`src/rtl/nasti_pkg.sv`:
```
// Shared NASTI request payload and width-conversion helpers used by the
// narrower reader and writer.
package nasti_pkg;

    localparam logic [1:0] BURST_INCR = 2'b01;

    typedef struct packed {
        logic [7:0] len;
        logic [2:0] size;
        logic [1:0] burst;
        logic       lock;
        logic [3:0] cache;
        logic [2:0] prot;
        logic [3:0] qos;
        logic [3:0] region;
    } nasti_req_t;

    // Narrow beats generated per wide beat.
    function automatic logic [7:0] ratio(input logic [2:0] size, input logic [2:0] scs);
        return (size > scs) ? (8'(1) << (size - scs)) : 8'd1;
    endfunction

    function automatic logic [2:0] slave_size(input logic [2:0] size, input logic [2:0] scs);
        return (size > scs) ? scs : size;
    endfunction

    function automatic logic [7:0] slave_step(input logic [2:0] size, input logic [2:0] scs);
        return 8'(1) << slave_size(size, scs);
    endfunction

    // Unaligned starts skip the narrow lanes below the start address.
    function automatic logic [15:0] slave_len(input logic [7:0]  len,
                                              input logic [15:0] addr,
                                              input logic [2:0]  size,
                                              input logic [2:0]  scs);
        logic [2:0]  d;
        logic [15:0] mask;
        logic [15:0] lead;
        if (size > scs) begin
            d    = size - scs;
            mask = (16'(1) << d) - 16'(1);
            lead = (addr >> scs) & mask;
            return ((16'(len) + 16'(1)) << d) - lead - 16'(1);
        end
        return 16'(len);
    endfunction

endpackage

```
`src/rtl/nasti_narrower_w_slicer.sv`:
```
// One-entry wide W buffer that emits narrow slices, advancing the lane by
// address until the wide beat is exhausted.
module nasti_narrower_w_slicer
    import nasti_pkg::*;
#(
    parameter int unsigned ADDR_WIDTH        = 32,
    parameter int unsigned MASTER_DATA_WIDTH = 64,
    parameter int unsigned SLAVE_DATA_WIDTH  = 32,
    parameter int unsigned USER_WIDTH        = 1
) (
    input  logic                           clk,
    input  logic                           rstn,
    input  logic                           init,
    input  logic [ADDR_WIDTH-1:0]          init_addr,
    input  logic [2:0]                     init_size,
    input  logic                           enable,
    input  logic [MASTER_DATA_WIDTH-1:0]   m_data,
    input  logic [MASTER_DATA_WIDTH/8-1:0] m_strb,
    input  logic [USER_WIDTH-1:0]          m_user,
    input  logic                           m_valid,
    output logic                           m_ready,
    output logic [SLAVE_DATA_WIDTH-1:0]    s_data,
    output logic [SLAVE_DATA_WIDTH/8-1:0]  s_strb,
    output logic [USER_WIDTH-1:0]          s_user,
    output logic                           s_valid,
    input  logic                           s_ready
);

    localparam int unsigned MCS    = $clog2(MASTER_DATA_WIDTH / 8);
    localparam int unsigned SCS    = $clog2(SLAVE_DATA_WIDTH / 8);
    localparam int unsigned LANE_W = MCS - SCS;
    localparam int unsigned SW     = SLAVE_DATA_WIDTH;
    localparam int unsigned SSW    = SLAVE_DATA_WIDTH / 8;

    logic [ADDR_WIDTH-1:0]          r_addr;
    logic [2:0]                     r_size;
    logic [MASTER_DATA_WIDTH-1:0]   buf_data;
    logic [MASTER_DATA_WIDTH/8-1:0] buf_strb;
    logic [USER_WIDTH-1:0]          buf_user;
    logic                           buf_valid;
    logic [ADDR_WIDTH-1:0]          step;
    logic [ADDR_WIDTH-1:0]          next_addr;
    logic [ADDR_WIDTH-1:0]          size_mask;
    logic                           drop;
    logic [LANE_W-1:0]              lane;

    assign lane      = r_addr[MCS-1:SCS];
    assign step      = ADDR_WIDTH'(slave_step(r_size, 3'(SCS)));
    assign next_addr = (r_addr & ~(step - ADDR_WIDTH'(1))) + step;
    assign size_mask = (ADDR_WIDTH'(1) << r_size) - ADDR_WIDTH'(1);
    assign drop      = (r_size <= 3'(SCS)) || ((next_addr & size_mask) == '0);

    assign m_ready = enable && !buf_valid;
    assign s_valid = buf_valid;
    assign s_data  = buf_data[32'(lane) * SW +: SW];
    assign s_strb  = buf_strb[32'(lane) * SSW +: SSW];
    assign s_user  = buf_user;

    // Fill and drain are mutually exclusive: fill needs an empty buffer.
    always_ff @(posedge clk or negedge rstn) begin
        if (!rstn) begin
            r_addr    <= '0;
            r_size    <= '0;
            buf_data  <= '0;
            buf_strb  <= '0;
            buf_user  <= '0;
            buf_valid <= 1'b0;
        end else if (init) begin
            r_addr    <= init_addr;
            r_size    <= init_size;
            buf_valid <= 1'b0;
        end else if (m_valid && m_ready) begin
            buf_data  <= m_data;
            buf_strb  <= m_strb;
            buf_user  <= m_user;
            buf_valid <= 1'b1;
        end else if (s_valid && s_ready) begin
            r_addr <= next_addr;
            if (drop) begin
                buf_valid <= 1'b0;
            end
        end
    end

endmodule

```
`src/rtl/nasti_narrower_writer.sv`:
```
// NASTI write-channel width converter: one wide-master burst at a time is
// re-issued to a narrower slave as a longer burst of narrow beats.
module nasti_narrower_writer
    import nasti_pkg::*;
#(
    parameter int unsigned ID_WIDTH          = 2,
    parameter int unsigned ADDR_WIDTH        = 32,
    parameter int unsigned MASTER_DATA_WIDTH = 64,
    parameter int unsigned SLAVE_DATA_WIDTH  = 32,
    parameter int unsigned USER_WIDTH        = 1
) (
    input  logic                           clk,
    input  logic                           rstn,
    input  logic [ID_WIDTH-1:0]            master_aw_id,
    input  logic [ADDR_WIDTH-1:0]          master_aw_addr,
    input  logic [7:0]                     master_aw_len,
    input  logic [2:0]                     master_aw_size,
    input  logic [1:0]                     master_aw_burst,
    input  logic                           master_aw_lock,
    input  logic [3:0]                     master_aw_cache,
    input  logic [2:0]                     master_aw_prot,
    input  logic [3:0]                     master_aw_qos,
    input  logic [3:0]                     master_aw_region,
    input  logic [USER_WIDTH-1:0]          master_aw_user,
    input  logic                           master_aw_valid,
    output logic                           master_aw_ready,
    input  logic [MASTER_DATA_WIDTH-1:0]   master_w_data,
    input  logic [MASTER_DATA_WIDTH/8-1:0] master_w_strb,
    input  logic                           master_w_last,
    input  logic [USER_WIDTH-1:0]          master_w_user,
    input  logic                           master_w_valid,
    output logic                           master_w_ready,
    output logic [ID_WIDTH-1:0]            master_b_id,
    output logic [1:0]                     master_b_resp,
    output logic [USER_WIDTH-1:0]          master_b_user,
    output logic                           master_b_valid,
    input  logic                           master_b_ready,
    output logic [ID_WIDTH-1:0]            slave_aw_id,
    output logic [ADDR_WIDTH-1:0]          slave_aw_addr,
    output logic [7:0]                     slave_aw_len,
    output logic [2:0]                     slave_aw_size,
    output logic [1:0]                     slave_aw_burst,
    output logic                           slave_aw_lock,
    output logic [3:0]                     slave_aw_cache,
    output logic [2:0]                     slave_aw_prot,
    output logic [3:0]                     slave_aw_qos,
    output logic [3:0]                     slave_aw_region,
    output logic [USER_WIDTH-1:0]          slave_aw_user,
    output logic                           slave_aw_valid,
    input  logic                           slave_aw_ready,
    output logic [SLAVE_DATA_WIDTH-1:0]    slave_w_data,
    output logic [SLAVE_DATA_WIDTH/8-1:0]  slave_w_strb,
    output logic                           slave_w_last,
    output logic [USER_WIDTH-1:0]          slave_w_user,
    output logic                           slave_w_valid,
    input  logic                           slave_w_ready,
    input  logic [ID_WIDTH-1:0]            slave_b_id,
    input  logic [1:0]                     slave_b_resp,
    input  logic [USER_WIDTH-1:0]          slave_b_user,
    input  logic                           slave_b_valid,
    output logic                           slave_b_ready
);

    localparam int unsigned SCS  = $clog2(SLAVE_DATA_WIDTH / 8);
    localparam logic [2:0]  SCS3 = 3'(SCS);

    typedef enum logic [1:0] {S_IDLE, S_AW, S_W, S_B} state_t;

    state_t                  state;
    state_t                  state_nxt;
    nasti_req_t              r_req;
    logic [ID_WIDTH-1:0]     r_id;
    logic [ADDR_WIDTH-1:0]   r_addr;
    logic [USER_WIDTH-1:0]   r_user;
    logic [7:0]              r_slen;
    logic [7:0]              s_cnt;
    logic [7:0]              m_cnt;
    logic [15:0]             slen_full;
    logic                    aw_hs;
    logic                    saw_hs;
    logic                    mw_hs;
    logic                    sw_hs;
    logic                    sb_hs;
    logic                    mb_hs;

    assign master_aw_ready = (state == S_IDLE);
    assign slave_aw_valid  = (state == S_AW);
    assign slave_b_ready   = (state == S_B) && !master_b_valid;

    assign aw_hs  = master_aw_valid && master_aw_ready;
    assign saw_hs = slave_aw_valid && slave_aw_ready;
    assign mw_hs  = master_w_valid && master_w_ready;
    assign sw_hs  = slave_w_valid && slave_w_ready;
    assign sb_hs  = slave_b_valid && slave_b_ready;
    assign mb_hs  = master_b_valid && master_b_ready;

    assign slen_full = slave_len(master_aw_len, 16'(master_aw_addr), master_aw_size, SCS3);

    assign slave_aw_id     = r_id;
    assign slave_aw_addr   = r_addr;
    assign slave_aw_len    = r_slen;
    assign slave_aw_size   = slave_size(r_req.size, SCS3);
    assign slave_aw_burst  = r_req.burst;
    assign slave_aw_lock   = r_req.lock;
    assign slave_aw_cache  = r_req.cache;
    assign slave_aw_prot   = r_req.prot;
    assign slave_aw_qos    = r_req.qos;
    assign slave_aw_region = r_req.region;
    assign slave_aw_user   = r_user;
    assign slave_w_last    = (s_cnt == r_slen);
    assign master_b_id     = r_id;

    always_ff @(posedge clk or negedge rstn) begin
        if (!rstn) state <= S_IDLE;
        else       state <= state_nxt;
    end

    always_comb begin
        state_nxt = state;
        case (state)
            S_IDLE:  if (aw_hs)                 state_nxt = S_AW;
            S_AW:    if (saw_hs)                state_nxt = S_W;
            S_W:     if (sw_hs && slave_w_last) state_nxt = S_B;
            S_B:     if (mb_hs)                 state_nxt = S_IDLE;
            default:                            state_nxt = S_IDLE;
        endcase
    end

    // Request capture and beat counters.
    always_ff @(posedge clk or negedge rstn) begin
        if (!rstn) begin
            r_req  <= '0;
            r_id   <= '0;
            r_addr <= '0;
            r_user <= '0;
            r_slen <= '0;
            s_cnt  <= '0;
            m_cnt  <= '0;
        end else if (aw_hs) begin
            r_req  <= '{len: master_aw_len, size: master_aw_size, burst: master_aw_burst,
                        lock: master_aw_lock, cache: master_aw_cache, prot: master_aw_prot,
                        qos: master_aw_qos, region: master_aw_region};
            r_id   <= master_aw_id;
            r_addr <= master_aw_addr;
            r_user <= master_aw_user;
            r_slen <= slen_full[7:0];
            s_cnt  <= '0;
            m_cnt  <= '0;
        end else begin
            if (sw_hs) s_cnt <= s_cnt + 8'd1;
            if (mw_hs) m_cnt <= m_cnt + 8'd1;
        end
    end

    // Slave response is held until the master takes it.
    always_ff @(posedge clk or negedge rstn) begin
        if (!rstn) begin
            master_b_valid <= 1'b0;
            master_b_resp  <= '0;
            master_b_user  <= '0;
        end else if (sb_hs) begin
            master_b_valid <= 1'b1;
            master_b_resp  <= slave_b_resp;
            master_b_user  <= slave_b_user;
        end else if (mb_hs) begin
            master_b_valid <= 1'b0;
        end
    end

    nasti_narrower_w_slicer #(
        .ADDR_WIDTH        (ADDR_WIDTH),
        .MASTER_DATA_WIDTH (MASTER_DATA_WIDTH),
        .SLAVE_DATA_WIDTH  (SLAVE_DATA_WIDTH),
        .USER_WIDTH        (USER_WIDTH)
    ) u_slicer (
        .clk       (clk),
        .rstn      (rstn),
        .init      (aw_hs),
        .init_addr (master_aw_addr),
        .init_size (master_aw_size),
        .enable    (state == S_W),
        .m_data    (master_w_data),
        .m_strb    (master_w_strb),
        .m_user    (master_w_user),
        .m_valid   (master_w_valid),
        .m_ready   (master_w_ready),
        .s_data    (slave_w_data),
        .s_strb    (slave_w_strb),
        .s_user    (slave_w_user),
        .s_valid   (slave_w_valid),
        .s_ready   (slave_w_ready)
    );

`ifndef SYNTHESIS
    // Protocol misuse that this converter cannot handle.
    always @(posedge clk) begin
        if (rstn) begin
            if (aw_hs) begin
                assert (master_aw_burst == BURST_INCR)
                    else $fatal(1, "nasti_narrower_writer: only INCR bursts supported");
                assert (slen_full <= 16'd255)
                    else $fatal(1, "nasti_narrower_writer: narrow burst length exceeds 256 beats");
            end
            if (mw_hs) begin
                assert (master_w_last == (m_cnt == r_req.len))
                    else $fatal(1, "nasti_narrower_writer: master_w_last out of place");
            end
            if (sb_hs) begin
                assert (slave_b_id == r_id)
                    else $fatal(1, "nasti_narrower_writer: slave_b_id does not match request");
            end
        end
    end
`endif

endmodule

```
`config.mk`:
```
export PLATFORM = sky130hd
export DESIGN_NAME = nasti_narrower_writer
export DESIGN_NICKNAME = d
export VERILOG_FILES = /design/src/rtl/nasti_pkg.sv /design/src/rtl/nasti_narrower_w_slicer.sv /design/src/rtl/nasti_narrower_writer.sv
export SDC_FILE = /design/constraint.sdc
export NUM_CORES = 1
export LEC_CHECK = 0
export CORE_MARGIN = 2
export CORE_UTILIZATION = 35
export DETAILED_ROUTE_END_ITERATION = 16
export GPL_TIMING_DRIVEN = 1
export PLACE_DENSITY = 0.69
export SYNTH_ARGS = -nofsm -noshare
export SYNTH_HDL_FRONTEND = slang
export SYNTH_SLANG_ARGS = --single-unit
```
`constraint.sdc`:
```
create_clock -name clk -period 3.3 [get_ports clk]
set_input_delay 0.66 -clock clk [delete_from_list [all_inputs] [get_ports clk]]
set_output_delay 0.66 -clock clk [all_outputs]
set_load 0.01 [all_outputs]
```
# Word-level counts from Yosys, hierarchy flattened
# Index checks and enable logic that the tools add are counted.
# totals
ff_bits	184
wordCells	95
# classes
addsub	9
n_lt_le_gt_ge	3
eq_ne	9
shifts	6
muxes	20
bitwise_logic	5
reduce_logical	22
# op_table
op	count
$mux W32	3
$and A32 B32 Y32	2
$shiftx A64 B7 Y32	1
$add A32 B8 Y32	1
$logic_not A32 Y1	1
$mux W8	4
$not A32 Y32	1
$shl A1 B3 Y32 const A	1
$sub A32 B2 Y32 const B	1
$shl A1 B3 Y8 const A	2
$add A8 B1 Y9 const B	1
$logic_and A1 B1 Y1	9
$shl A9 B3 Y8	1
$sub A8 B1 Y9 const B	1
$add A8 B1 Y8 const B	1
$and A8 B8 Y8	1
$eq A8 B8 Y1	1
$mux W2	4
$pmux W2 S4	1
$shiftx A8 B4 Y4	1
$sub A8 B1 Y8 const B	1
$sub A8 B2 Y8 const B	1
$sub A8 B8 Y8	1
$mux W1	7
16 further kinds	26

# Longest topological paths before layout
# Gate-level depths: netlist of the first run.
# logic_depth
depth_word	14
mapped_depth	14
ltp_nobuf	13

# Cells and area by module
# From an unflattened synthesis of the first run, not the netlist that was laid out.
# unflattened
cells_unflattened	988
area_unflattened_um2	9915.8
# modules_own_cells
mod	n_inst	cells_each	area_each_um2	seq_area_each_um2
nasti_narrower_w_slicer	1	486	5624.1	2727.6
nasti_narrower_writer	1	502	4291.6	1951.9

# Least setup slack after synthesis of the first run
# Ideal clock, no wire load.
# synth_timing
path_type	input port to flip-flop
start	input port master_aw_size[0]
end	register r_slen[7] (netlist: slave_aw_len[7])
setup_ns	0.144
arrival_ns	3.157
setup_slack_ns	-0.001
path_stages	13
n_path_buf	3
cell_sequence	clkbuf_1 > buf_2 > buf_1 > nor2_1 > and3_1 > o21ai_0 > ha_1 > a21oi_1 > o21bai_1 > a2111oi_0 > nor3_1 > mux2i_1 > o211ai_1
# synth_between
elab_chain_cells	8
elab_cells_between_ends	11
classes_between	add/sub (4); order compare (1); shift (2); mux (3); bitwise (1)
# synth_rtl
item	line_no	source
from (decl)	nasti_narrower_writer.sv:17	input logic [2:0] master_aw_size,
$sub A3 B2 Y3	nasti_pkg.sv:40	d = size - scs;
$shl A1 B3 Y8	nasti_pkg.sv:41	mask = (16'(1) << d) - 16'(1);
$sub A8 B2 Y8	nasti_pkg.sv:41	
$and A8 B8 Y8	nasti_pkg.sv:42	lead = (addr >> scs) & mask;
$sub A8 B8 Y8	nasti_pkg.sv:43	return ((16'(len) + 16'(1)) << d) - lead - 16'(1);
$sub A8 B1 Y8	nasti_pkg.sv:43	
$mux W8	nasti_pkg.sv:39	if (size > scs) begin
$mux W8 (*)	nasti_pkg.sv:45	return 16'(len);
to (signal assigned)	nasti_narrower_writer.sv:146	r_slen <= slen_full[7:0];
to (decl)	nasti_narrower_writer.sv:75	logic [7:0] r_slen;
# Every way passes the cells marked *; elsewhere a longest branch is shown, timed or not. The select of a mux whose other input is x is not followed.
# A chain may end at the register's enable or synchronous reset.

# Worst setup path after layout of the first run
# layout_timing
start	input port master_aw_len[0]
end	register r_slen[6] (netlist: slave_aw_len[6])
# layout_between
elab_chain_cells	6
# layout_rtl
item	line_no	source
from (decl)	nasti_narrower_writer.sv:16	input logic [7:0] master_aw_len,
$add A8 B1 Y9	nasti_pkg.sv:43	
$shl A9 B3 Y8	nasti_pkg.sv:43	
$sub A8 B8 Y8	nasti_pkg.sv:43	
$sub A8 B1 Y8	nasti_pkg.sv:43	
$mux W8	nasti_pkg.sv:39	
$mux W8	nasti_pkg.sv:45	
# Every way passes these cells. The select of a mux whose other input is x is not followed.

==> results.yml, run 1 <==
final_layout:
  final_common_cell: "clkdlybuf4s50_1"
  finalNetCount: 1363
  final_layout_size_suffix_gt1_frac: 0.1772
  area_growth_pct: 39.61
  final_cell_mix: "clkdlybuf4s50_1 (258), nand2_1 (217), dfrtp_1 (183)"
  fin_cells: 1544
grt:
  grt_max_degree: 73
  grt_pass1_wl_um: 40620
  antenna_found_initial: 2
  grt_usage: 0.1810
  overflow: 0
  first_global_vias: 7642
critical_path:
  path_cells: "clkdlybuf4s50_1 -> ha_1 -> xor2_1 -> mux2_2 -> a21oi_2 -> nor2b_1 -> ha_1 -> buf_4 -> a21o_1 -> a21oi_1 -> o21bai_1 -> a21oi_1 -> xnor2_1 -> mux2i_1 -> o21ai_0"
  worstRegToRegCells: 10
  cp-end-kind: "flop"
  critPathLaunch: "master_aw_len[0]"
  cp.arrival_ns: 3.45
  r2r-end: "u_slicer.r_addr[24]$_DFFE_PN0P_"
  critical_path_class: "primary input to flop"
  timing.rr.start: "u_slicer.r_size[2]$_DFFE_PN0P_"
  slowest_delay_ns: 0.42
  reg2reg_slack_ns: 0.39
  cp_slowest_cell: "clkdlybuf4s50_1"
  crit_path_end: "slave_aw_len[6]$_DFFE_PN0P_"
  critPathMaxFanout: 2
  cp.required_ns: 3.65
  crit_path_start_kind: "primary input"
run:
  max_cap_violations: 0
yosys:
  syn_avg_cell_area_um2: 10.13
  postSynthCellCount: 930
  yosys_warnings: 0
  seq_area_frac_synth: 0.4885
  synth_ff_type: "dfrtp_1"
  synthTopCellsByArea: "dfrtp_1 (49%), mux2_2 (14%), nand2_1 (8.7%), xnor2_1 (3.6%), ha_1 (2.8%)"
  ys_seq_elements: 184
  synth_largest_area_cell: "dfrtp_1"
  postSynth.asyncResetShare: 1.000
  syn_area_um2: 9425
  yosys.area_share.simple: 0.1565
  synth_compound_area_frac: 0.07341
  synthXorXnorAreaFrac: 0.05297
  synth_adder_area_share: 0.03213
  muxShareOfSynthArea: 0.1503
  synth_cell_types: 60
  synth_top_family_by_area: "simple AND/OR/NAND/NOR gates"
  yosysTopAreaCellShare: 0.4885
  synth-edff-count: 0
route:
  drtPass1Iterations: 4
  met3WireLength_um: 950
  viasPerCell: 4.869
  met1Wirelength_um: 11430
  drc: 0
  ant_nets: 0
  num_vias: 7518
  wl_met2_um: 12270
  wl_per_cell_um: 16.38
  routed.top_layer: "met4"
  drt_iter0_markers: 367
  drt-total-wl_um: 25300
sta:
  min_period_ns: 3.102
  fin_skew_ns: 0.009727
  period_share: 0.9401
  worst_pin_slew_ns: 0.7694
  relSlewSlack: 0.4871
  slew_viol_final: 0
  setup_viol: 0
  clock.fmax_mhz: 322.4
  final_hold_viol_count: 0
die:
  rows: 60
  dieWidth_um: 168.1
  coreArea_um2: 26730
  start_util: 0.3527
  ios: 264
  dieHeight_um: 168.1
  dieArea_um2: 28260
place:
  globalplace.congestion: 0.8642
  io_buffers: 259
  dp.cells: 1511
  post-dp-hpwl_um: 18720
hold_path:
  hold_class: "primary input to asynchronous set/reset pin"
power_and_ir_drop:
  power_density_nw_per_um2: 871.8
  p_total_w: 0.01147
  power.leakage_nw: 5.711
  max-vdd-ir-drop_mv: 0.3568
clock_network:
  clockBufferDepth: 2
  numCtsBuffers: 17
  postCtsHoldBufs: 0
  cts_sinks: 184
  cts_tree: "done"
  htree_levels: 4
  clk_pin_slew_ns: 0.08
  cts_root_buf: "clkbuf_16"
  clock_latency_ns: 0.44
status:
  status: "finished, final reports clean"
==> area by class of cell <==
class,instances,area (um2)
Inverter,22,82.58
Tap cell,341,426.7
Clock inverter,15,181.4
Timing Repair Buffer,308,3014
Fill cell,2487,13570
Clock buffer,17,425.4
Multi-Input combinational cell,656,4420
Antenna cell,1,2.502
Sequential cell,184,4606
==> stage by stage <==
stage               cell area, um2  utilization  setup slack, ns  hold slack (ns)  setup TNS (ns)
floorplan                     9438            -          0.04505           0.3644               0
global placement             12540       0.4691          -0.2777           0.4567         -0.6146
detailed placement           12540       0.4691          -0.3815           0.4616         -0.8449
CTS                          13140       0.4918          0.08884           0.2140               0
global route                 13160       0.4924         -0.04197           0.2272        -0.04197
finish                       13160       0.4924           0.1978           0.2072               0
==> how the worst min path moves through the flow <==
stage,start,end,slack (ns),depth (start not counted)
floorplan,rstn,master_b_id[0]$_DFFE_PN0P_,0.36,0
global placement,slave_aw_burst[1]$_DFFE_PN0P_,slave_aw_burst[1]$_DFFE_PN0P_,0.46,2
detailed placement,slave_aw_cache[2]$_DFFE_PN0P_,slave_aw_cache[2]$_DFFE_PN0P_,0.46,2
CTS,rstn,u_slicer.buf_data[6]$_DFFE_PN0P_,0.21,1
global route,rstn,u_slicer.buf_data[38]$_DFFE_PN0P_,0.23,1
finish,rstn,u_slicer.buf_data[38]$_DFFE_PN0P_,0.21,1
==> worst max-delay path, delay by kind of cell <==
kind | cells | cell delay (ns)
compound gates | 6 | 0.97
buf+inv | 2 | 0.56
fa+ha+maj | 2 | 0.52
mux | 2 | 0.39
xor+xnor | 2 | 0.29
simple gates | 1 | 0.06
==> cell usage after synthesis (11+ instances only) <==
master      n
mux2_2    115
xor2_1     18
dfrtp_1   184
buf_4      20
inv_1      20
o21ai_1    20
xnor2_1    39
a21oi_1    27
ha_1       21
clkbuf_1   39
nor2_1     25
nand3_1    16
o21ai_0    39
mux2i_1    11
nand2_1   218
==> routing by layer <==
layer	GRT usage	vias to the layer above
met5	0	-
met4	0.06634	0
met3	0.02703	33
met2	0.3018	175
met1	0.2404	3661
li1	-	3649
==> kinds of logic (layout without fill, tap and decap cells) <==
logic type,Yosys count,after routing
AO/OA/AOI/OAI,115,115
buffers and inverters,93,362
adder cells (fa/ha/maj),23,23
XOR/XNOR,57,57
other,1,5
multiplexers,127,127
AND/OR/NAND/NOR,330,330
flip-flops,184,184
==> power breakdown <==
part | switching (W) | internal [W]
combinational | 0.00234 | 0.00301
sequential | 0.000688 | 0.00332
clock | 0.00102 | 0.00109
total | 0.00405 | 0.00742
==> registers in the layout, indices dropped and copies added, names as in the netlist, 3 cells and up <==
register           cells
u_slicer.r_addr       32
u_slicer.r_size        3
u_slicer.buf_strb      8
s_cnt                  8
slave_aw_addr         32
slave_aw_region        4
slave_aw_qos           4
u_slicer.buf_data     64
slave_aw_len           8
slave_aw_prot          3
slave_aw_cache         4
==> timing repair <==
item / 4_1_cts / 5_1_grt
gates resized for setup: 0 / 4
endpoints found under the setup margin: 0 / 7
setup buffers: 0 / 0
Note: power is estimated with default switching activity, not from simulation.
==> run 2, diff against run 1 <==
SKIP_LAST_GASP = 1   (was unset)
==> run 2 against run 1 <==
Total power hardly changed; sequential cell count stayed put; clock skew is 0.00087 ns higher; clock-buffer cell count stayed put; clock power hardly changed; register-to-register slack hardly changed; wire length hardly changed; setup slack worse by 0.017 ns; largest power group unchanged; maximum frequency is 0.56% lower; non-clock buffer count stayed put; critical endpoint is now slave_aw_len[7]$_DFFE_PN0P_.
==> results.yml, run 2 (same netlist as run 1, synthesis figures left out) <==
die:
  dieArea_um2: 28260
  coreArea_um2: 26730
  start_util: 0.3527
  dieHeight_um: 168.1
  ios: 264
  dieWidth_um: 168.1
  rows: 60
sta:
  worst_pin_slew_ns: 0.7694
  min_period_ns: 3.120
  fin_skew_ns: 0.01060
  rsz0062_at_grt: "yes"
  clock.fmax_mhz: 320.6
  setup_viol: 0
  final_hold_viol_count: 0
  slew_viol_final: 0
  period_share: 0.9453
  tns_ns: 0
  relSlewSlack: 0.4871
power_and_ir_drop:
  power_density_nw_per_um2: 871.7
  max-vdd-ir-drop_mv: 0.3566
  p_total_w: 0.01147
  power.leakage_nw: 5.711
critical_path:
  cp_slowest_cell: "a2111oi_2"
  crit_family: "simple AND/OR/NAND/NOR gates"
  critPathMaxFanout: 9
  critical_path_class: "primary input to flop"
  crit_path_start_kind: "primary input"
  cp-end-kind: "flop"
  path_cells: "clkdlybuf4s50_1 -> buf_4 -> and4_1 -> or3_1 -> a2bb2oi_1 -> and2_1 -> ha_1 -> inv_1 -> o21bai_1 -> a2111oi_2 -> nor3_1 -> mux2i_1 -> o211ai_1"
  cp.required_ns: 3.60
  timing.rr.start: "u_slicer.r_size[2]$_DFFE_PN0P_"
  crit_cells: 13
  slowest_delay_ns: 0.43
  critPathLaunch: "master_aw_len[0]"
  cp.arrival_ns: 3.42
  crit_buf_inv: 3
  worstRegToRegCells: 10
clock_network:
  cts_root_buf: "clkbuf_16"
  clock_latency_ns: 0.44
  htree_levels: 4
  cts_sinks: 184
  numCtsBuffers: 17
  clockBufferDepth: 2
  clk_pin_slew_ns: 0.08
  cts_tree: "done"
  postCtsHoldBufs: 0
grt:
  grt_usage: 0.1810
  overflow: 0
  antenna_found_initial: 2
  grt_pass1_wl_um: 40620
  grt_max_degree: 73
  first_global_vias: 7642
final_layout:
  finalNetCount: 1363
  num-fill-cells: 2487
  largest_reg_flops: 64
  final_cell_mix: "clkdlybuf4s50_1 (258), nand2_1 (217), dfrtp_1 (183)"
  top_register: "u_slicer.buf_data"
  final_layout_size_suffix_gt1_frac: 0.1772
  area_growth_pct: 39.61
  final_common_cell: "clkdlybuf4s50_1"
place:
  io_buffers: 259
  post-dp-hpwl_um: 18720
  globalplace.congestion: 0.8642
route:
  num_vias: 7523
  drc: 0
  viasPerCell: 4.872
  ant_nets: 0
  wl_per_cell_um: 16.38
  drt_iter0_markers: 367
  drtPass1Iterations: 4
  drt-total-wl_um: 25290
status:
  status: "finished, final reports clean"
hold_path:
  hold_class: "primary input to asynchronous set/reset pin"
run:
  max_cap_violations: 0
## run 2: final timing paths
path,end,slack (ns)
min in group clk,slave_aw_addr[5]$_DFFE_PN0P_,0.48
max reg2reg,u_slicer.r_addr[24]$_DFFE_PN0P_,0.39
max in group asynchronous,u_slicer.r_addr[12]$_DFFE_PN0P_,2.33
min reg2reg,slave_aw_addr[5]$_DFFE_PN0P_,0.48
min,u_slicer.buf_data[38]$_DFFE_PN0P_,0.21
max,slave_aw_len[7]$_DFFE_PN0P_,0.18
## run 2: layout make-up
cell class	count	area, um2	share of cell area
Clock inverter	15	181.4	0.01379
Tap cell	341	426.7	0.03242
Timing Repair Buffer	308	3014	0.2291
Inverter	22	82.58	0.006276
Sequential cell	184	4606	0.3500
Antenna cell	1	2.502	0.0001902
Clock buffer	17	425.4	0.03233
Multi-Input combinational cell	656	4420	0.3359
## run 2: power breakdown
group	internal, W	switching [W]	leakage [nW]	total [W]
Sequential	0.00332	0.000687	2.26	0.00401
Combinational	0.00301	0.00234	3.16	0.00535
Clock	0.00109	0.00102	0.293	0.00211
Total	0.00742	0.00405	5.71	0.0115
## run 2: worst reg2reg max path: stages (launching register included)
cell and delay, ns:
dfrtp_1 0.39, nor2_1 0.31, nand2_1 0.18, fa_1 0.53, nor2b_1 0.17, o2111ai_1 0.17
a21oi_1 0.22, o21ai_2 0.21, or3_1 0.40, xor2_1 0.15, o21ai_1 0.12
## run 2: per-layer routing
| layer | global-route usage | part of all wire | vias up |
|---|---|---|---|
| met5 | 0 | 0 | - |
| met4 | 0.06634 | 0.025 | 0 |
| met3 | 0.02703 | 0.038 | 33 |
| met2 | 0.3018 | 0.49 | 178 |
| met1 | 0.2404 | 0.45 | 3663 |
| li1 | - | - | 3649 |
## run 2: through the flow
stage                       util  setup WS, ns  hold slack [ns]  area [um2]  std cells
after floorplan                -       0.04505           0.3644        9438        933
after global placement    0.4691       -0.2777           0.4567       12540       1511
after detailed placement  0.4691       -0.3815           0.4616       12540       1511
after CTS                 0.4918       0.08884           0.2140       13140       1543
after global routing      0.4924      -0.04197           0.2272       13160       1544
final                     0.4924        0.1805           0.2073       13160       1544
## run 2: timing repair
action                     in CTS  in global routing
setup buffers                   0                  0
setup endpoints to repair       0                  7
gates resized for setup         0                  4
